[src/rtl/wb_stage_if.sv]
// Memory-stage-to-writeback bundle: incoming instruction slot, pipeline control
// and the registered register-file write port presented by wb_stage.
interface wb_stage_if #(
  parameter int CNT_WIDTH = 64
) ();

  logic                 in_valid;
  logic                 in_reg_write;
  logic [4:0]           in_rd;
  logic [1:0]           in_wb_sel;
  logic [2:0]           in_funct3;
  logic [31:0]          in_alu_result;
  logic [31:0]          in_mem_rdata;
  logic [31:0]          in_pc_plus4;
  logic                 stall;
  logic                 flush;

  logic                 write_enable;
  logic [4:0]           write_reg;
  logic [31:0]          write_data;
  logic                 wb_valid;
  logic                 load_fault;
  logic [CNT_WIDTH-1:0] retire_count;

  modport master (
    output in_valid, in_reg_write, in_rd, in_wb_sel, in_funct3,
           in_alu_result, in_mem_rdata, in_pc_plus4, stall, flush,
    input  write_enable, write_reg, write_data, wb_valid, load_fault,
           retire_count
  );

  modport slave (
    input  in_valid, in_reg_write, in_rd, in_wb_sel, in_funct3,
           in_alu_result, in_mem_rdata, in_pc_plus4, stall, flush,
    output write_enable, write_reg, write_data, wb_valid, load_fault,
           retire_count
  );

endinterface

[src/rtl/wb_stage.sv]
// MEM/WB pipeline register: load alignment/extension, writeback source select,
// registered register-file write port, retired-instruction counter, load faults.
module wb_stage #(
  parameter int CNT_WIDTH = 64
) (
  input  logic       clk,
  input  logic       reset,
  wb_stage_if.slave  wb
);

  localparam logic [1:0] WB_ALU  = 2'd0;
  localparam logic [1:0] WB_LOAD = 2'd1;
  localparam logic [1:0] WB_PC4  = 2'd2;

  localparam logic [2:0] F3_LB  = 3'b000;
  localparam logic [2:0] F3_LH  = 3'b001;
  localparam logic [2:0] F3_LW  = 3'b010;
  localparam logic [2:0] F3_LBU = 3'b100;
  localparam logic [2:0] F3_LHU = 3'b101;

  function automatic logic [7:0] pick_byte(input logic [31:0] w, input logic [1:0] off);
    logic [7:0] b;
    case (off)
      2'd0:    b = w[7:0];
      2'd1:    b = w[15:8];
      2'd2:    b = w[23:16];
      default: b = w[31:24];
    endcase
    return b;
  endfunction

  function automatic logic [15:0] pick_half(input logic [31:0] w, input logic upper);
    logic [15:0] h;
    if (upper) begin
      h = w[31:16];
    end else begin
      h = w[15:0];
    end
    return h;
  endfunction

  logic                 valid_q, valid_d;
  logic                 we_q, we_d;
  logic [4:0]           reg_q, reg_d;
  logic [31:0]          data_q, data_d;
  logic                 fault_q, fault_d;
  logic [CNT_WIDTH-1:0] cnt_q, cnt_d;

  logic [1:0]  off_s;
  logic [7:0]  byte_s;
  logic [15:0] half_s;
  logic [31:0] load_val_s;
  logic        load_bad_s;
  logic        fault_s;
  logic [31:0] sel_data_s;
  logic        we_s;
  logic        retire_s;

  // Load extraction and fault detection; a fault also forces the data to zero.
  always_comb begin
    off_s      = wb.in_alu_result[1:0];
    byte_s     = pick_byte(wb.in_mem_rdata, off_s);
    half_s     = pick_half(wb.in_mem_rdata, off_s[1]);
    load_val_s = 32'd0;
    load_bad_s = 1'b0;
    case (wb.in_funct3)
      F3_LB:  load_val_s = {{24{byte_s[7]}}, byte_s};
      F3_LBU: load_val_s = {24'd0, byte_s};
      F3_LH: begin
        if (off_s[0]) begin
          load_bad_s = 1'b1;
        end else begin
          load_val_s = {{16{half_s[15]}}, half_s};
        end
      end
      F3_LHU: begin
        if (off_s[0]) begin
          load_bad_s = 1'b1;
        end else begin
          load_val_s = {16'd0, half_s};
        end
      end
      F3_LW: begin
        if (off_s != 2'd0) begin
          load_bad_s = 1'b1;
        end else begin
          load_val_s = wb.in_mem_rdata;
        end
      end
      default: load_bad_s = 1'b1;
    endcase

    fault_s = (wb.in_wb_sel == WB_LOAD) && load_bad_s;

    case (wb.in_wb_sel)
      WB_ALU:  sel_data_s = wb.in_alu_result;
      WB_LOAD: sel_data_s = fault_s ? 32'd0 : load_val_s;
      WB_PC4:  sel_data_s = wb.in_pc_plus4;
      default: sel_data_s = 32'd0;
    endcase

    we_s = wb.in_valid && wb.in_reg_write && (wb.in_rd != 5'd0) &&
           !fault_s && (wb.in_wb_sel != 2'd3);
  end

  // Next-state selection: flush beats stall beats capture; retire on departure.
  always_comb begin
    valid_d = valid_q;
    we_d    = we_q;
    reg_d   = reg_q;
    data_d  = data_q;
    fault_d = fault_q;
    if (wb.flush) begin
      valid_d = 1'b0;
      we_d    = 1'b0;
      fault_d = 1'b0;
    end else if (wb.stall) begin
      valid_d = valid_q;
      we_d    = we_q;
    end else begin
      valid_d = wb.in_valid;
      we_d    = we_s;
      reg_d   = wb.in_rd;
      data_d  = sel_data_s;
      fault_d = wb.in_valid && fault_s;
    end

    retire_s = valid_q && !fault_q && (!wb.stall || wb.flush);
    if (retire_s) begin
      cnt_d = cnt_q + {{(CNT_WIDTH-1){1'b0}}, 1'b1};
    end else begin
      cnt_d = cnt_q;
    end
  end

  // Stage registers with synchronous reset.
  always_ff @(posedge clk) begin
    if (reset) begin
      valid_q <= 1'b0;
      we_q    <= 1'b0;
      reg_q   <= 5'd0;
      data_q  <= 32'd0;
      fault_q <= 1'b0;
      cnt_q   <= {CNT_WIDTH{1'b0}};
    end else begin
      valid_q <= valid_d;
      we_q    <= we_d;
      reg_q   <= reg_d;
      data_q  <= data_d;
      fault_q <= fault_d;
      cnt_q   <= cnt_d;
    end
  end

  assign wb.wb_valid     = valid_q;
  assign wb.write_enable = we_q;
  assign wb.write_reg    = reg_q;
  assign wb.write_data   = data_q;
  assign wb.load_fault   = fault_q;
  assign wb.retire_count = cnt_q;

endmodule

[src/flat_wrapper.sv]
// flat-port wrapper written by rule: the top's interface ports become plain ports
module wb_stage_flat 
#(
  parameter int CNT_WIDTH = 64
)
  (clk, reset, wb_in_valid, wb_in_reg_write, wb_in_rd, wb_in_wb_sel, wb_in_funct3, wb_in_alu_result, wb_in_mem_rdata, wb_in_pc_plus4, wb_stall, wb_flush, wb_write_enable, wb_write_reg, wb_write_data, wb_wb_valid, wb_load_fault, wb_retire_count);
  wb_stage_if #(.CNT_WIDTH(CNT_WIDTH)) wb_i ();
  input  logic clk;
  input  logic reset;
  input wire logic [$bits(wb_i.in_valid)-1:0] wb_in_valid;
  input wire logic [$bits(wb_i.in_reg_write)-1:0] wb_in_reg_write;
  input wire logic [$bits(wb_i.in_rd)-1:0] wb_in_rd;
  input wire logic [$bits(wb_i.in_wb_sel)-1:0] wb_in_wb_sel;
  input wire logic [$bits(wb_i.in_funct3)-1:0] wb_in_funct3;
  input wire logic [$bits(wb_i.in_alu_result)-1:0] wb_in_alu_result;
  input wire logic [$bits(wb_i.in_mem_rdata)-1:0] wb_in_mem_rdata;
  input wire logic [$bits(wb_i.in_pc_plus4)-1:0] wb_in_pc_plus4;
  input wire logic [$bits(wb_i.stall)-1:0] wb_stall;
  input wire logic [$bits(wb_i.flush)-1:0] wb_flush;
  output wire logic [$bits(wb_i.write_enable)-1:0] wb_write_enable;
  output wire logic [$bits(wb_i.write_reg)-1:0] wb_write_reg;
  output wire logic [$bits(wb_i.write_data)-1:0] wb_write_data;
  output wire logic [$bits(wb_i.wb_valid)-1:0] wb_wb_valid;
  output wire logic [$bits(wb_i.load_fault)-1:0] wb_load_fault;
  output wire logic [$bits(wb_i.retire_count)-1:0] wb_retire_count;
  assign wb_i.in_valid = wb_in_valid;
  assign wb_i.in_reg_write = wb_in_reg_write;
  assign wb_i.in_rd = wb_in_rd;
  assign wb_i.in_wb_sel = wb_in_wb_sel;
  assign wb_i.in_funct3 = wb_in_funct3;
  assign wb_i.in_alu_result = wb_in_alu_result;
  assign wb_i.in_mem_rdata = wb_in_mem_rdata;
  assign wb_i.in_pc_plus4 = wb_in_pc_plus4;
  assign wb_i.stall = wb_stall;
  assign wb_i.flush = wb_flush;
  assign wb_write_enable = wb_i.write_enable;
  assign wb_write_reg = wb_i.write_reg;
  assign wb_write_data = wb_i.write_data;
  assign wb_wb_valid = wb_i.wb_valid;
  assign wb_load_fault = wb_i.load_fault;
  assign wb_retire_count = wb_i.retire_count;
  wb_stage #(.CNT_WIDTH(CNT_WIDTH)) u_core (.clk(clk), .reset(reset), .wb(wb_i));
endmodule
[config.mk]
export PLATFORM = sky130hd
export DESIGN_NAME = wb_stage_flat
export DESIGN_NICKNAME = d
export VERILOG_FILES = /design/src/rtl/wb_stage_if.sv /design/src/rtl/wb_stage.sv /design/src/flat_wrapper.sv
export SDC_FILE = /design/constraint.sdc
export NUM_CORES = 1
export LEC_CHECK = 0
export CORE_ASPECT_RATIO = 1.4
export CORE_MARGIN = 5
export CORE_UTILIZATION = 45
export CTS_CLUSTER_SIZE = 28
export DETAILED_ROUTE_END_ITERATION = 6
export GPL_TIMING_DRIVEN = 0
export PLACE_DENSITY = 0.87
export SYNTH_ARGS = -nofsm -noshare
export SYNTH_HDL_FRONTEND = slang
export SYNTH_SLANG_ARGS = --single-unit
[constraint.sdc]
create_clock -name clk -period 2.8 [get_ports clk]
set_input_delay 0.28 -clock clk [delete_from_list [all_inputs] [get_ports clk]]
set_output_delay 0.28 -clock clk [all_outputs]
set_load 0.02 [all_outputs]
==> out/qor.csv <==
metric,value,unit
status,"complete, no violations",
area share of the largest cell type after synthesis,36.4,%
# diodes,0,
final setup fails,0,
First-pass DRT Iterations,4,
Port Buffers,212,
Core Rows,48,
Worst path slowest cell,clkdlybuf4s50_1,
crit path capture,u_core.wb.retire_count[43],
CTS Root Cell,clkbuf_16,
Final min period,2.67,ns
Sink Count,104,
drc violations,0,
Vias,6307,
CTS tree,built,
post-DP HPWL,15.6,mm
Worst EP arrival,2.89,ns
Max Clock Skew,0.00818,ns
number of synthesized flops with an enable pin,0,
RSZ-0062 raised after global routing,true,
first-pass GRT wire length,30.2,mm
ys async rst share,0,%
Peak supply drop,0.000288,V
R2R Setup Slk,0.18,ns
Final ANT Viol Nets,0,
slowest cell delay on critical path,0.61,ns
Final Cell Area,8340,µm²
vias in the first global route,6094,
Final Hold Viols,0,
crit start category,primary input,
setup TNS,0,ns
Mapped Area,5730,µm²
GPL Wtd Cong,0.969,
Static Leakage,2.69,nW
"critical path, cell by cell","clkdlybuf4s50_1, nor2b_1, or4_1, buf_2, or3_4, buf_6, clkbuf_1, o31ai_1, a21oi_1",
post-CTS setup buffers,0,
CTS max path bufs,2,
initial antenna violation count,0,
core footprint,12400,µm²
Layout Nets,1030,
Avg WL per Cell,18.3,µm
via/cell ratio,5.88,
achievable frequency,374,MHz
register bit total from synthesis,104,
"commonest non-fill, non-tap cells in the layout","clkdlybuf4s50_1, dfxtp_1, nand2_1, a21oi_1",
hold_sp,wb_stall,
Worst-path clk slew,0.08,ns
clk_lat worst skew,0.35,ns
sequential area share after synthesis,36.4,%
crit-path max FO,10,
largest net degree at the start of global routing,20,
reg2reg path depth,8,
ys flop type,dfxtp_1,
syn_nets,807,
die height,143,µm
top post-synthesis cells by area,"dfxtp_1, a21oi_1, nand2_1",
# Max-Cap Violations,0,
Slew Limit Fails,0,
fill count,1008,
Critical path origin,wb_flush,
# IOs,216,
count of different cell masters after synthesis,46,
CP Capture Type,flop,
Slew HR,15.6,%
share of layout cells above drive strength 1,4.88,%
die footprint,15100,µm²
Hold WC Path Type,in2reg,
"area leader, netlist",dfxtp_1,
synth warn,0,
H-tree depth,3,
area delta synth->final,45.7,%
max reg flops,64,
Worst-Margin Slew,1.25,ns
"commonest non-fill, non-tap cell in the layout",clkdlybuf4s50_1,
initial core utilization,46.1,%
Placed Area,8040,µm²
initial detailed-routing violation count,230,
critical path type,in2reg,
final worst path period share,95.4,%
Total Routed Length,19.6,mm
gr ovfl total,0,
Reg-to-Reg End,u_core.wb.retire_count[43],
gr usage total,24.9,%
Post-Synthesis Cells,694,
Pwr Density,388,nW/µm²
CP Data Required Time,3.02,ns
total CTS buffers,9,
die width,105,µm
worst r2r src,u_core.wb.retire_count[2],
syn avg cell area,8.25,µm²
Hold Slack,0.344,ns
==> cell type report <==
class	instances	area [µm²]	area share, %
buffer	49	198	2.37
clock buffer	9	225	2.70
clock inverter	7	63.8	0.765
inverter	9	33.8	0.405
multi-input combinational	532	3430	41.1
sequential	104	2080	25.0
tap	150	188	2.25
timing repair buffer	212	2120	25.5
==> timing repair <==
item / CTS / global route
gates resized for setup: 0 / 7
hold buffers: 0 / 0
endpoints found under the setup margin: 0 / 11
==> kinds of logic (layout without fill, tap and decap cells) <==
group           Yosys count  after routing  share of synthesized area, %
fa+ha+maj                 1              1                         0.218
xor+xnor                 28             28                          4.28
mux                      43             43                          9.46
simple gates            263            263                          24.1
compound gates          197            197                          21.6
flops                   104            104                          36.4
buf+inv                  58            286                          4.00
==> metal layers <==
metal / vias to the layer above / wire [µm] / GRT usage, %
li1: 3045 / - / -
met1: 2955 / 6810 / 24.4
met2: 262 / 10300 / 48.0
met3: 45 / 1800 / 7.87
met4: 0 / 675 / 10.4
met5: - / 0 / 0
==> cell usage after synthesis (all sizes together), types with 12 or more instances <==
cell and n:
nand4 27, dfxtp 104, xnor2 12, or4 29
clkbuf 43, nor2 41, xor2 16, nand2 76
o21a 16, o21ai 35, a22oi 16, nor3 13
or3 14, mux2i 26, nand3 17, a21oi 75
o31ai 27
==> worst max-delay path, delay by kind of cell <==
kind / cells / cell delay [ns]
buffers and inverters: 4 / 1.18
AND/OR/NAND/NOR: 3 / 0.98
AO/OA/AOI/OAI: 2 / 0.43
==> stage by stage <==
step / setup slack (ns) / cells / power [mW] / util (%)
6_report: 0.130 / 1072 / 3.23 / 67.1
2_1_floorplan: 0.353 / 694 / 1.75 / -
4_1_cts: 0.0971 / 1072 / 3.26 / 67.0
3_3_place_gp: -0.199 / 1056 / 2.02 / 64.6
5_1_grt: -0.0164 / 1072 / 3.34 / 67.1
3_5_place_dp: -0.238 / 1056 / 2.03 / 64.6
==> power breakdown <==
part	total, mW	switching [mW]	internal [mW]
Combinational	0.486	0.228	0.257
Clock	1.24	0.619	0.623
Sequential	1.51	0.0109	1.50
==> worst min path at each step <==
stage / end / cells after the start / slack, ns
CTS: u_core.wb.write_reg[4] / 2 / 0.46
floorplan: u_core.wb.write_enable / 1 / 0.36
global placement: u_core.wb.write_data[4] / 2 / 0.44
finish: u_core.wb.write_enable / 3 / 0.34
detailed placement: u_core.wb.write_reg[4] / 2 / 0.45
global route: u_core.wb.write_enable / 3 / 0.37
(Power assumes the default switching activity.)
